==> src/rtl/root_sched_pkg.sv <==
// root_sched_pkg: shared state type and widths for the root engine scheduler
package root_sched_pkg;

    typedef enum logic [2:0] {IDLE, ISSUE, WAIT, RESP, FAULT} state_e;

    localparam int BASE_W = 10;
    localparam int EXP_W  = 3;
    localparam int DATA_W = 20;

    // Timeout counter must be able to hold the value TIMEOUT itself
    function automatic int cnt_w(input int timeout);
        return $clog2(timeout + 1);
    endfunction

endpackage

==> src/rtl/rr_arbiter.sv <==
// rr_arbiter: combinational round-robin grant, searching from the slot after last_grant
module rr_arbiter #(
    parameter int N_REQ = 4,
    parameter int ID_W  = $clog2(N_REQ)
) (
    input  logic [N_REQ-1:0] req,
    input  logic [ID_W-1:0]  last_grant,
    input  logic             en,
    output logic [N_REQ-1:0] grant,
    output logic [ID_W-1:0]  grant_id
);

    // Scan from farthest to nearest offset so the closest requester after last_grant wins
    always_comb begin
        int j;
        logic [ID_W-1:0] idx;
        grant    = '0;
        grant_id = '0;
        j        = 0;
        idx      = '0;
        for (int i = N_REQ; i >= 1; i--) begin
            j   = int'(last_grant) + i;
            j   = (j >= N_REQ) ? j - N_REQ : j;
            idx = ID_W'(j);
            if (en && req[idx]) begin
                grant      = '0;
                grant[idx] = 1'b1;
                grant_id   = idx;
            end
        end
    end

endmodule

==> src/rtl/root_sched.sv <==
// root_sched: round-robin sharing of one root engine with operand hold, id tagging and hang guard
module root_sched
    import root_sched_pkg::*;
#(
    parameter int N_REQ   = 4,
    parameter int ID_W    = 2,
    parameter int TIMEOUT = 255
) (
    input  logic                    clk,
    input  logic                    rst_n,
    input  logic [N_REQ-1:0]        req_valid,
    output logic [N_REQ-1:0]        req_ready,
    input  logic [N_REQ*BASE_W-1:0] req_base,
    input  logic [N_REQ*EXP_W-1:0]  req_exp,
    output logic                    rsp_valid,
    input  logic                    rsp_ready,
    output logic [ID_W-1:0]         rsp_id,
    output logic [DATA_W-1:0]       rsp_data,
    output logic                    rsp_error,
    output logic                    eng_in_valid,
    output logic [BASE_W-1:0]       eng_in_data_1,
    output logic [EXP_W-1:0]        eng_in_data_2,
    input  logic                    eng_out_valid,
    input  logic [DATA_W-1:0]       eng_out_data,
    output logic                    eng_fault
);

    localparam int CNT_W = cnt_w(TIMEOUT);

    state_e             state_q, state_d;
    logic [ID_W-1:0]    last_q, last_d;
    logic [ID_W-1:0]    id_q, id_d;
    logic [BASE_W-1:0]  base_q, base_d;
    logic [EXP_W-1:0]   exp_q, exp_d;
    logic [DATA_W-1:0]  data_q, data_d;
    logic               err_q, err_d;
    logic               fault_q, fault_d;
    logic [CNT_W-1:0]   cnt_q, cnt_d;
    logic [N_REQ-1:0]   gnt;
    logic [ID_W-1:0]    gnt_id;
    logic [BASE_W-1:0]  sel_base;
    logic [EXP_W-1:0]   sel_exp;

    rr_arbiter #(.N_REQ(N_REQ), .ID_W(ID_W)) u_arb (
        .req        (req_valid),
        .last_grant (last_q),
        .en         (state_q == IDLE || state_q == FAULT),
        .grant      (gnt),
        .grant_id   (gnt_id)
    );

    assign sel_base      = req_base[int'(gnt_id)*BASE_W +: BASE_W];
    assign sel_exp       = req_exp[int'(gnt_id)*EXP_W +: EXP_W];
    assign req_ready     = gnt & {N_REQ{rst_n}};
    assign rsp_valid     = state_q == RESP;
    assign eng_in_valid  = state_q == ISSUE;
    assign rsp_id        = id_q;
    assign rsp_data      = data_q;
    assign rsp_error     = err_q;
    assign eng_in_data_1 = base_q;
    assign eng_in_data_2 = exp_q;
    assign eng_fault     = fault_q;

    // Next-state logic: accept, issue, wait with timeout, hold response
    always_comb begin
        state_d = state_q;
        last_d  = last_q;
        id_d    = id_q;
        base_d  = base_q;
        exp_d   = exp_q;
        data_d  = data_q;
        err_d   = err_q;
        fault_d = fault_q;
        cnt_d   = cnt_q;
        case (state_q)
            IDLE, FAULT: begin
                if (|gnt) begin
                    last_d  = gnt_id;
                    id_d    = gnt_id;
                    data_d  = '0;
                    err_d   = (state_q == FAULT) || (sel_exp == '0);
                    state_d = ((state_q == FAULT) || (sel_exp == '0)) ? RESP : ISSUE;
                    if (state_q == IDLE) begin
                        base_d = sel_base;
                        exp_d  = sel_exp;
                    end
                end
            end
            ISSUE: begin
                cnt_d   = '0;
                state_d = WAIT;
            end
            WAIT: begin
                cnt_d = cnt_q + CNT_W'(1);
                if (eng_out_valid) begin
                    data_d  = eng_out_data;
                    err_d   = 1'b0;
                    state_d = RESP;
                end else if (cnt_q == CNT_W'(TIMEOUT - 1)) begin
                    data_d  = '0;
                    err_d   = 1'b1;
                    fault_d = 1'b1;
                    state_d = RESP;
                end
            end
            RESP: begin
                if (rsp_ready) state_d = fault_q ? FAULT : IDLE;
            end
            default: state_d = IDLE;
        endcase
    end

    // State and datapath registers, cleared asynchronously
    always_ff @(posedge clk or negedge rst_n) begin
        if (!rst_n) begin
            state_q <= IDLE;
            last_q  <= ID_W'(N_REQ - 1);
            id_q    <= '0;
            base_q  <= '0;
            exp_q   <= '0;
            data_q  <= '0;
            err_q   <= 1'b0;
            fault_q <= 1'b0;
            cnt_q   <= '0;
        end else begin
            state_q <= state_d;
            last_q  <= last_d;
            id_q    <= id_d;
            base_q  <= base_d;
            exp_q   <= exp_d;
            data_q  <= data_d;
            err_q   <= err_d;
            fault_q <= fault_d;
            cnt_q   <= cnt_d;
        end
    end

endmodule
==> config.mk <==
export PLATFORM = sky130hd
export DESIGN_NAME = root_sched
export DESIGN_NICKNAME = d
export VERILOG_FILES = /design/src/rtl/root_sched_pkg.sv /design/src/rtl/rr_arbiter.sv /design/src/rtl/root_sched.sv
export SDC_FILE = /design/constraint.sdc
export NUM_CORES = 1
export LEC_CHECK = 0
export CAP_MARGIN = 15
export CORE_MARGIN = 5
export CORE_UTILIZATION = 43
export DETAILED_ROUTE_END_ITERATION = 12
export PLACE_DENSITY = 0.91
export SLEW_MARGIN = 20
export SYNTH_ARGS = -nofsm -noshare
export SYNTH_HDL_FRONTEND = slang
export SYNTH_SLANG_ARGS = --single-unit
==> constraint.sdc <==
create_clock -name clk -period 4.5 [get_ports clk]
set_input_delay 0.45 -clock clk [delete_from_list [all_inputs] [get_ports clk]]
set_output_delay 0.45 -clock clk [all_outputs]
set_load 0.05 [all_outputs]
# Word level (Yosys, flattened, before mapping)
# Cells that the tools add are included.
[word_totals]
input_bits = 80
register_bits = 50
[op_classes]
n_addsub = 9
order_cmp = 12
eq_ne = 8
n_mux = 44
shifts = 2
multipliers = 2
bitwise_logic = 2
n_reduce_logical = 21
[op_table]
columns = ["op", "count"]
rows = [
  ["2-to-1 mux 20 bit", 3],
  ["one-hot mux 20 bit (2 select lines)", 1],
  ["variable part select 40 x 7 -> 10 bit", 1],
  ["2-to-1 mux 2 bit", 9],
  ["2-to-1 mux 4 bit", 4],
  ["one-hot mux 8 bit (2 select lines)", 1],
  ["2-to-1 mux 3 bit", 5],
  ["less-than comparator 2 x 3 -> 1 bit (second input constant)", 4],
  ["one-hot mux 3 bit (4 select lines)", 1],
  ["AND reduction 3 bit", 4],
  ["variable part select 12 x 5 -> 3 bit", 1],
  ["2-to-1 mux 1 bit", 11],
  ["greater-or-equal comparator 3 bit (second input constant)", 3],
  ["adder 8 x 1 -> 8 bit (second input constant)", 1],
  ["binary-select mux 1 bit (select 2 bit)", 4],
  ["demux 1 bit (select 2 bit)", 4],
  ["== test 8 bit (second input constant)", 1],
  ["greater-or-equal comparator 2 x 1 -> 1 bit (second input constant)", 4],
  ["logical AND 1 bit", 8],
  ["subtractor 2 x 1 -> 2 bit (second input constant)", 4],
  ["adder 2 x 2 -> 3 bit (second input constant)", 2],
  ["== test 3 x 2 -> 1 bit (second input constant)", 2],
  ["logical NOT 3 bit", 2],
  ["multiplier 2 x 3 -> 5 bit (second input constant)", 1],
  ["17 further kinds", 19],
]

# Longest topological paths before layout
# Gate-level depths: netlist (run 1).
[logic_depth]
depth_word = 17
ltp_mapped = 12

# Modules after synthesis
# Synthesis (run 1) repeated with hierarchy kept, for this count alone.
[hier_totals]
hier_cells = 238
hier_area_um2 = 2930.3
[modules_own_cells]
columns = ["mod", "n_inst", "cells_per_inst", "area_per_inst_um2"]
rows = [
  ["root_sched", 1, 175, 2426.1],
  ["rr_arbiter", 1, 63, 504.2],
]

# Least setup slack after synthesis (run 1)
# No wires, ideal clock.
[synth_path]
path_type = "reg-to-reg"
from = "register last_q[0]"
to = "register base_q[2] (netlist: eng_in_data_1[2])"
stages_incl_launch_ff = 13
path_buffers = 3
setup_slack_ns = 1.147
t_arrival_ns = 3.227
t_required_ns = 4.375
synth_period_minus_slack_ns = 3.353
path_cell_list = "dfstp_2 buf_2 inv_2 ha_1 mux2_2 nand3_1 a211oi_1 o32a_2 nor4_4 or2_1 buf_6 buf_6 mux2_4"
[synth_between]
elab_chain_cells = 13
elab_cells_between_ends = 60
cone_classes = "add/sub: 8; mul: 1; order compare: 12; shift: 1; mux: 28; reduce/logical: 10"
[synth_lines]
columns = ["element", "line", "source"]
rows = [
  ["from (decl)", "root_sched.sv:31", "logic [ID_W-1:0] last_q, last_d;"],
  ["from (signal assigned)", "root_sched.sv:117", "last_q <= ID_W'(N_REQ - 1);"],
  ["from (signal assigned)", "root_sched.sv:127", "last_q <= last_d;"],
  ["parallel branches: the longest is 13 deep, another holds multiplier 2 x 3 -> 5 bit", "-", ""],
  ["to (signal assigned)", "root_sched.sv:129", "base_q <= base_d;"],
  ["to (decl)", "root_sched.sv:33", "logic [BASE_W-1:0] base_q, base_d;"],
]
# Parallel ways; which one is timed is not known. The select of a mux whose other input is x is not followed.
# A chain may end at the register's enable or synchronous reset.

# Final worst setup path (run 1)
[layout_path]
from = "register last_q[0]"
to = "output port req_ready[2]"
[layout_between]
elab_chain_cells = 12
elab_cells_between_ends = 53
cone_classes = "add/sub: 8; order compare: 12; mux: 24; bitwise: 1; reduce/logical: 8"
[layout_lines]
columns = ["element", "line", "source"]
rows = [
  ["adder 2 x 3 -> 4 bit", "rr_arbiter.sv:22", "j = int'(last_grant) + i;"],
  ["greater-or-equal comparator 4 x 3 -> 1 bit or subtractor 2 x 1 -> 2 bit (tied branches)", "rr_arbiter.sv:23", "j = (j >= N_REQ) ? j - N_REQ : j;"],
  ["2-to-1 mux 2 bit", "rr_arbiter.sv:23", ""],
  ["less-than comparator 2 x 3 -> 1 bit (implied by the code) or greater-or-equal comparator 2 x 1 -> 1 bit (tied branches)", "rr_arbiter.sv:27", "grant[idx] = 1'b1;"],
  ["logical AND 1 bit (implied by the code)", "rr_arbiter.sv:27", ""],
  ["2-to-1 mux 1 bit (implied by the code)", "rr_arbiter.sv:27", ""],
  ["demux 1 bit (select 2 bit)", "-", ""],
  ["2-to-1 mux 4 bit (3 in a row)", "rr_arbiter.sv:25", "if (en && req[idx]) begin"],
  ["2-to-1 mux 4 bit *", "rr_arbiter.sv:25", ""],
  ["AND 4 bit *", "root_sched.sv:54", "assign req_ready = gnt & {N_REQ{rst_n}};"],
  ["to (decl)", "root_sched.sv:12", "output logic [N_REQ-1:0] req_ready,"],
]
# Mark *: on every way between the ends. The rest lies on a longest branch, timed or not. The select of a mux whose other input is x is not followed.

==> results of run 1 <==
[area by class of cell]
cell class | instances | area, µm²
fillers | 569 | 2406
multi-input cells | 217 | 1685
flip-flops and latches | 50 | 1254
repair buffers | 126 | 1246
well taps | 96 | 120.1
clock buffers | 6 | 82.58
inverters | 12 | 45.04
clock inverters | 1 | 30.03
[where the power goes]
group	internal, mW	switching, mW
logic	0.852	1.26
registers	0.652	0.164
clock network	0.178	0.145
total	1.68	1.57
[registers in the layout, summed over array words and instances, names as in the netlist]
| signal | cells |
|---|---|
| rsp_data | 20 |
| cnt_q | 8 |
| rsp_error | 1 |
| state_q | 3 |
| last_q | 2 |
| eng_in_data_1 | 10 |
| eng_in_data_2 | 3 |
| rsp_id | 2 |
| eng_fault | 1 |
[final timing paths]
path                       slack [ns]                          from                           end  cells past startpoint
max                              0.37         last_q[0]$_DFFE_PN1P_                  req_ready[2]                      8
min                              0.26                         rst_n          cnt_q[0]$_DFFE_PN0P_                      2
max reg2reg                      0.62         last_q[0]$_DFFE_PN1P_  eng_in_data_1[9]$_DFFE_PN0P_                      9
min reg2reg                      0.49  eng_in_data_2[2]$_DFFE_PN0P_  eng_in_data_2[2]$_DFFE_PN0P_                      1
max in group asynchronous        3.82                         rst_n         rsp_id[1]$_DFFE_PN0P_                      2
min in group clk                 0.49  eng_in_data_2[2]$_DFFE_PN0P_  eng_in_data_2[2]$_DFFE_PN0P_                      1
[cell families (layout without fill, tap and decap cells)]
family                   count (synthesis)  count (layout)  share of synthesized area, %
flip-flops                              50              50                         40.68
XOR/XNOR                                 1               1                        0.2843
adder cells (fa/ha/maj)                  9               9                         3.654
buffers and inverters                   32             145                         4.994
AO/OA/AOI/OAI                           87              87                         20.91
multiplexers                            41              41                         15.06
AND/OR/NAND/NOR                         79              79                         14.41
[cell usage in the layout (no fill, tap or decap), types with 2 or more instances in the layout]
cell type,netlist,routed
buf_4,0,4
nor3_1,6,6
o21ai_0,14,14
nor2_1,9,9
ha_1,9,9
nand4_1,2,2
nor3b_1,2,2
nor2b_1,13,13
mux2_4,8,8
clkdlybuf4s50_1,0,121
nand2_1,12,12
a2111o_1,3,3
dfstp_2,2,2
a211oi_1,14,14
nand2b_1,6,6
or3b_1,2,2
a22o_1,20,20
a21o_1,4,4
and3_1,2,2
inv_1,11,11
mux2i_1,22,22
dfrtp_1,48,48
nand3b_1,2,2
a31oi_1,2,2
a21oi_1,17,16
o32a_2,4,4
nand3_1,12,12
clkbuf_8,0,6
and2_1,8,8
mux2_2,10,10
[metal layers]
metal | part of all wire, % | up-vias | track usage [%] | wire length (µm)
li1 | - | 1326 | - | -
met1 | 40 | 1327 | 24.05 | 3398
met2 | 51 | 86 | 33.94 | 4408
met3 | 6.1 | 19 | 5.976 | 524
met4 | 3.0 | 0 | 5.769 | 254
met5 | 0 | - | 0 | 0
[through the flow]
stage / utilization (%) / std cells
finish: 64.97 / 508
global route: 64.97 / 508
CTS: 64.97 / 508
detailed placement: 63.33 / 501
global placement: 63.33 / 501
floorplan: - / 299
==> flow_summary.ini, run 1 <==
[synthesis]
synth_warnings = 0
ys_seq_area_share_pct = 40.68
synth.most_common_cell = dfrtp_1
ys_ff_latch = 50
syn_inst = 299
synth-edff-count = 0
yosys.area.top_type_share_pct = 38.98
synth_ff_type = dfrtp_1
syn_avg_cell_area_um2 = 10.31
synth_area_leader_cell = dfrtp_1
ys_async_sr_fraction_pct = 100.0
synth.net_count = 388
synthesis.area_um2 = 3082
netlist-cell-type-count = 45
synth_common_cells = dfrtp_1 (48), mux2i_1 (22), a22o_1 (20)
ys_top_cells_by_area = dfrtp_1 (39%), mux2i_1 (7.1%), a22o_1 (5.7%)

[power]
power.total_mw = 3.249
peakVddDrop_v = 0.0005762
pwr_density_cell_nw_per_um2 = 728.0
leakagePower_nw = 1.967

[setup_path]
cp_max_fo = 17
cp_num_buf_inv = 2
start_kind = flop
cp_slowest_cell = clkdlybuf4s50_1
cp.required_ns = 4.05
crit_path_cell_trace = inv_2, ha_1, mux2_2, a2111o_1, a21oi_1, o32a_2, and2_1, clkdlybuf4s50_1
crit_type = flop to output port
crit_family = buffers and inverters
critical_path.endpoint_type = output port
cp_data_arrival_time_ns = 3.68
slowest_delay_ns = 0.80

[clock_tree]
cts_setup_buffers = 0
cts_tree = built
hold_buffers = 0
path_clk_slew_ns = 0.09
clockBufferDepth = 2
cts.htree.levels = 2
cts-root-buf = clkbuf_8
clkLatencyLatePin_ns = 0.30
cts.repair.resized = 0
cts_buffers = 5
clock-sinks = 50

[sta]
min_period_over_period_pct = 91.84
worst_slack_ns = 0.3670
relSlewSlack_pct = 46.58
finalHoldViolations = 0
whs_ns = 0.2554
setup_tns_ns = 0
finalSetupViolations = 0
tightest_slew_ns = 0.8013
fmax_ghz = 0.2420
final_max_slew_viol_count = 0
skew_ns = 0.007989
post-route-min-period_ns = 4.133
rsz0062_at_grt = no

[floorplan]
ios = 123
die-height_um = 94.66
die_area_um2 = 8960
initial_utilization_pct = 44.86
rows = 30
core_area_um2 = 6869
die_w_um = 94.66

[cells_and_area]
synthToLayoutAreaGrowth_pct = 44.82
num_antenna_cells = 0
fin_nets = 501
fin_area_um2 = 4463
drive_above_1_share_pct = 10.19

[placement]
hpwl_mm = 6.658
place_ws_ns = 0.6429
dpl-instance-area_um2 = 4350
gp_congestion = 0.8757
io_buffers = 122

[routing]
wl_per_cell_um = 16.90
vias = 2758
finalWirelength_mm = 8.585
postRouteAntennaNets = 0
vias_per_cell = 5.429
drt_first_pass_iters = 4
route.detailed.drc = 0
drt_iter0_drc = 69

[run]
cap_violations = 0

[global_routing]
grt_pass1_vias = 2905
grt_first_pass_wirelength_mm = 14.14
grt.total_usage_pct = 19.83
grt_max_degree = 55
grt_overflow = 0
grt_antenna_before_repair = 0

[hold_path]
hold_path.class = primary input to asynchronous set/reset pin

[status]
outcome = complete, no violations
Power figures use the tool's default switching activity.
==> run 2: changes to the inputs <==
--- a/config.mk
+++ b/config.mk
@@ -10,6 +10,7 @@
 export CORE_UTILIZATION = 43
 export DETAILED_ROUTE_END_ITERATION = 12
 export PLACE_DENSITY = 0.91
+export SETUP_SLACK_MARGIN = 0.3
 export SLEW_MARGIN = 20
 export SYNTH_ARGS = -nofsm -noshare
 export SYNTH_HDL_FRONTEND = slang
==> run 2 against run 1 <==
Global-route usage did not move. Critical path depth rose by 1. First-iteration DRC count rose by 5.8%. Final area rose by 0.22%. Via count did not move. Total power barely moved. Die area did not move. Combinational power barely moved. Cell count did not move. Hold slack improved by 0.0025 ns.
==> flow_summary.ini, run 2 (synthesis results as in run 1) <==
[sta]
fmax_ghz = 0.2563
whs_ns = 0.2579
rsz0062_at_grt = no
tightest_slew_ns = 0.8107
finalSetupViolations = 0
worst_slack_ns = 0.5983
relSlewSlack_pct = 45.96
finalHoldViolations = 0
skew_ns = 0.008005
post-route-min-period_ns = 3.902
min_period_over_period_pct = 86.70
final_max_slew_viol_count = 0
setup_tns_ns = 0

[setup_path]
reg2reg_from = last_q[0]$_DFFE_PN1P_
startpoint = last_q[0]$_DFFE_PN1P_
cp_max_fo = 17
critical_path.endpoint_type = flop
crit_type = flop to flop
cp_data_arrival_time_ns = 4.10
start_kind = flop
cp.required_ns = 4.69
rr_worst_depth = 9

[cells_and_area]
largest_reg_flops = 20
layout_commonest_cell = clkdlybuf4s50_1
synthToLayoutAreaGrowth_pct = 45.15
drive_above_1_share_pct = 10.19
layout_common_cells = clkdlybuf4s50_1 (117), dfrtp_1 (48), mux2i_1 (22)
fill_cells = 567
fin_area_um2 = 4473
fin_nets = 501
num_antenna_cells = 0

[global_routing]
met1_usage_pct = 24.05
grtUsageMet3_pct = 5.976
grt.total_usage_pct = 19.83
grt_busiest_layer = met2
grt_first_pass_wirelength_mm = 14.14
grt_overflow = 0
grt_pass1_vias = 2905
grt_antenna_before_repair = 0
grt_max_degree = 55
met2_usage_pct = 33.94

[floorplan]
ios = 123
core_area_um2 = 6869
die_area_um2 = 8960
die-height_um = 94.66
initial_utilization_pct = 44.86
rows = 30
die_w_um = 94.66

[power]
p_int_mw = 1.681
clkPwrFrac_pct = 9.9
power.total_mw = 3.250
swShare_pct = 48.27
peakVddDrop_v = 0.0005762
pwr_density_cell_nw_per_um2 = 726.5
seqPwrFrac_pct = 25.1
combPwrFrac_pct = 65.0
leakagePower_nw = 2.039
switchingPower_mw = 1.569

[routing]
postRouteAntennaNets = 0
wl_per_cell_um = 16.97
finalWirelength_mm = 8.622
drt_first_pass_iters = 4
vias_per_cell = 5.429
route.detailed.drc = 0
drt_iter0_drc = 73
vias = 2758

[clock_tree]
cts_setup_buffers = 0
cts.repair.resized = 0
path_clk_slew_ns = 0.09
cts.htree.levels = 2
hold_buffers = 0
cts_tree = built
clockBufferDepth = 2
clock-sinks = 50
clkLatencyLatePin_ns = 0.30
cts-root-buf = clkbuf_8
cts_buffers = 5

[placement]
hpwl_mm = 6.658
gp_congestion = 0.8757
place_ws_ns = 0.6429
dpl-instance-area_um2 = 4350
io_buffers = 122

[hold_path]
hold_path.class = primary input to asynchronous set/reset pin

[status]
outcome = complete, no violations

[run]
cap_violations = 0
==> run 2: cell count changes in the layout (fill, tap and decap cells not counted), sizes merged <==
cell / previous run / this run
clkdlybuf4s50: 121 / 117
dlymetal6s2s: 0 / 4
==> run 2: critical path, cell delays in order (launching register included) <==
cell	delay (ns)
dfstp_2	0.73
inv_2	0.15
ha_1	0.44
nor3b_1	0.23
a22oi_4	0.34
o21ai_0	0.18
o32a_2	0.38
nor4_4	0.31
or2_1	0.61
mux2_2	0.42
==> run 2: area by class of cell <==
class / count / area [µm²] / area share (%)
multi-input combinational: 217 / 1685 / 37.68
timing repair buffer: 126 / 1256 / 28.08
sequential: 50 / 1254 / 28.03
tap: 96 / 120.1 / 2.685
clock buffer: 6 / 82.58 / 1.846
inverter: 12 / 45.04 / 1.007
clock inverter: 1 / 30.03 / 0.6713
==> run 2: metrics by stage <==
step	std cells	utilization (%)
after CTS	508	64.97
after detailed placement	501	63.33
after global routing	508	65.12
after global placement	501	63.33
after floorplan	299	-
final	508	65.12
==> run 2: layer usage <==
metal / share of wire [%] / vias up / wire length (µm)
met5: 0 / - / 0
met4: 2.6 / 0 / 228
met3: 6.2 / 17 / 531
met2: 51 / 91 / 4426
met1: 40 / 1326 / 3435
li1: - / 1324 / -
==> run 2: worst paths after layout <==
path | slack [ns] | to
setup / recovery | 0.60 | eng_in_data_1[9]$_DFFE_PN0P_
hold / removal | 0.26 | cnt_q[0]$_DFFE_PN0P_
setup reg to reg | 0.60 | eng_in_data_1[9]$_DFFE_PN0P_
hold reg to reg | 0.49 | eng_in_data_2[2]$_DFFE_PN0P_
max in group asynchronous | 3.83 | rsp_id[1]$_DFFE_PN0P_
min in group clk | 0.49 | eng_in_data_2[2]$_DFFE_PN0P_
==> run 2: power by group through the flow <==
stage | combinational (mW) | sequential (mW) | clock (mW)
final | 2.11 | 0.816 | 0.323
after detailed placement | 2.12 | 0.817 | 0
after global placement | 2.07 | 0.809 | 0
after floorplan | 0.997 | 1.33 | 0
after CTS | 2.13 | 0.817 | 0.327
after global routing | 2.25 | 0.850 | 0.351
==> run 3: changes to the inputs <==
--- a/config.mk
+++ b/config.mk
@@ -5,8 +5,7 @@
 export SDC_FILE = /design/constraint.sdc
 export NUM_CORES = 1
 export LEC_CHECK = 0
-export CAP_MARGIN = 15
-export CORE_MARGIN = 5
+export CORE_MARGIN = 2
 export CORE_UTILIZATION = 43
 export DETAILED_ROUTE_END_ITERATION = 12
 export PLACE_DENSITY = 0.91
==> run 3 against run 2 <==
Highest routed layer unchanged. Fmax is 1.5% higher. Largest power group unchanged. Sequential share of layout area is 0.086 points lower. Sequential power hardly changed. Die area is 12% lower. Setup slack better by 0.057 ns. Critical path depth is 1 higher. Largest cell class unchanged. Clock-buffer cell count stayed put. Final area is 0.31% higher. Sequential cell count stayed put.
==> flow_summary.ini, run 3 (synthesis results as in run 1) <==
[status]
outcome = complete, no violations

[sta]
relSlewSlack_pct = 48.55
skew_ns = 0.006645
min_period_over_period_pct = 85.44
fmax_ghz = 0.2601
tightest_slew_ns = 0.7718
final_max_slew_viol_count = 0
post-route-min-period_ns = 3.845
rsz0062_at_grt = no
finalSetupViolations = 0
setup_tns_ns = 0
finalHoldViolations = 0

[floorplan]
die_area_um2 = 7860
initial_utilization_pct = 44.86
core_area_um2 = 6869
ios = 123
rows = 30
die_w_um = 88.66
die-height_um = 88.66

[routing]
postRouteAntennaNets = 0
route.detailed.drc = 0
finalWirelength_mm = 7.944
drt_first_pass_iters = 5
wl_per_cell_um = 15.61
vias_per_cell = 5.438
drt_iter0_drc = 116
vias = 2768

[power]
clkPwrFrac_pct = 9.6
swShare_pct = 48.28
p_int_mw = 1.672
switchingPower_mw = 1.560
leakagePower_nw = 2.034
combPwrFrac_pct = 65.1
pwr_density_cell_nw_per_um2 = 720.3
peakVddDrop_v = 0.0005270
seqPwrFrac_pct = 25.3

[cells_and_area]
drive_above_1_share_pct = 10.41
num_antenna_cells = 0
layout_common_cells = clkdlybuf4s50_1 (117), dfrtp_1 (48), mux2i_1 (22)
layout_commonest_cell = clkdlybuf4s50_1
largest_reg_flops = 20
fin_nets = 501
synthToLayoutAreaGrowth_pct = 45.59
fin_area_um2 = 4487

[setup_path]
rr_worst_depth = 10
cp.required_ns = 4.74
start_kind = flop
cp_data_arrival_time_ns = 4.08
r2r_slack_ns = 0.65
reg2reg_from = last_q[0]$_DFFE_PN1P_
rr_endpoint = rsp_data[5]$_DFFE_PN0P_
critical_path.endpoint_type = flop
cp_max_fo = 21
crit_type = flop to flop

[global_routing]
grt_first_pass_wirelength_mm = 12.41
grt_max_degree = 55
grt_pass1_vias = 2669
grt_antenna_before_repair = 0
grt_overflow = 0
grt.total_usage_pct = 20.17

[clock_tree]
cts_buffers = 5
hold_buffers = 0
cts_tree = built
cts-root-buf = clkbuf_8
clock-sinks = 50
clkLatencyLatePin_ns = 0.30
cts.htree.levels = 2
clockBufferDepth = 2
path_clk_slew_ns = 0.09

[placement]
hpwl_mm = 5.883
gp_congestion = 0.9112
io_buffers = 122
dpl-instance-area_um2 = 4362

[hold_path]
hold_path.class = primary input to asynchronous set/reset pin

[run]
cap_violations = 0
-- run 3: worst max-delay path by stage --
| stage | from | end | slack (ns) |
|---|---|---|---|
| 6_report | last_q[0]$_DFFE_PN1P_ | rsp_data[5]$_DFFE_PN0P_ | 0.65 |
| 3_5_place_dp | last_q[0]$_DFFE_PN1P_ | eng_in_data_1[0]$_DFFE_PN0P_ | 0.65 |
| 4_1_cts | last_q[0]$_DFFE_PN1P_ | req_ready[2] | 0.35 |
| 3_3_place_gp | last_q[0]$_DFFE_PN1P_ | eng_in_data_1[0]$_DFFE_PN0P_ | 0.78 |
| 5_1_grt | last_q[0]$_DFFE_PN1P_ | rsp_data[3]$_DFFE_PN0P_ | 0.45 |
| 2_1_floorplan | last_q[0]$_DFFE_PN1P_ | eng_in_data_1[2]$_DFFE_PN0P_ | 1.15 |
-- run 3: worst max-delay path, cell delays in order (launching register included) --
cell and delay [ns]:
dfstp_2 0.74, inv_2 0.14, ha_1 0.43, mux2_2 0.39, nand3_1 0.19, a211oi_1 0.11, o32a_2 0.43, nor4_4 0.31
buf_4 0.25, a211o_1 0.57, a22o_1 0.22
-- run 3: power groups by stage --
stage | logic [mW] | registers (mW) | clock network (mW)
after global routing | 2.23 | 0.846 | 0.339
after detailed placement | 2.11 | 0.812 | 0
after global placement | 2.07 | 0.812 | 0
after CTS | 2.12 | 0.815 | 0.322
after floorplan | 0.997 | 1.33 | 0
final | 2.10 | 0.817 | 0.312
-- run 3: repair_timing --
action / CTS / global route
setup endpoints to repair: 0 / 4
resized for setup: 0 / 5
buffers inserted: 0 / 0
-- run 3: cell type report --
class / instances / area [µm²]
flip-flops and latches: 50 / 1254
inverters: 12 / 45.04
multi-input cells: 217 / 1702
clock buffers: 6 / 72.57
clock inverters: 2 / 37.54
well taps: 96 / 120.1
fillers: 557 / 2382
repair buffers: 126 / 1256
-- run 3: per-stage QoR --
stage | instances | hold slack [ns] | util (%) | total power, mW | worst slack [ns]
after floorplan | 299 | 0.1544 | - | 2.327 | 1.148
after global placement | 501 | 0.4660 | 63.50 | 2.883 | 0.7830
after detailed placement | 501 | 0.4692 | 63.50 | 2.922 | 0.6539
after CTS | 509 | 0.2692 | 65.10 | 3.258 | 0.3525
after global routing | 509 | 0.2941 | 65.32 | 3.417 | 0.4501
final | 509 | 0.2359 | 65.32 | 3.232 | 0.6550
-- run 3: metal layers --
metal	up-vias	part of all wire [%]	GRT usage, %
li1	1328	-	-
met1	1318	42	25.03
met2	108	50	35.48
met3	14	6.5	4.757
met4	0	1.3	4.821
met5	-	0	0
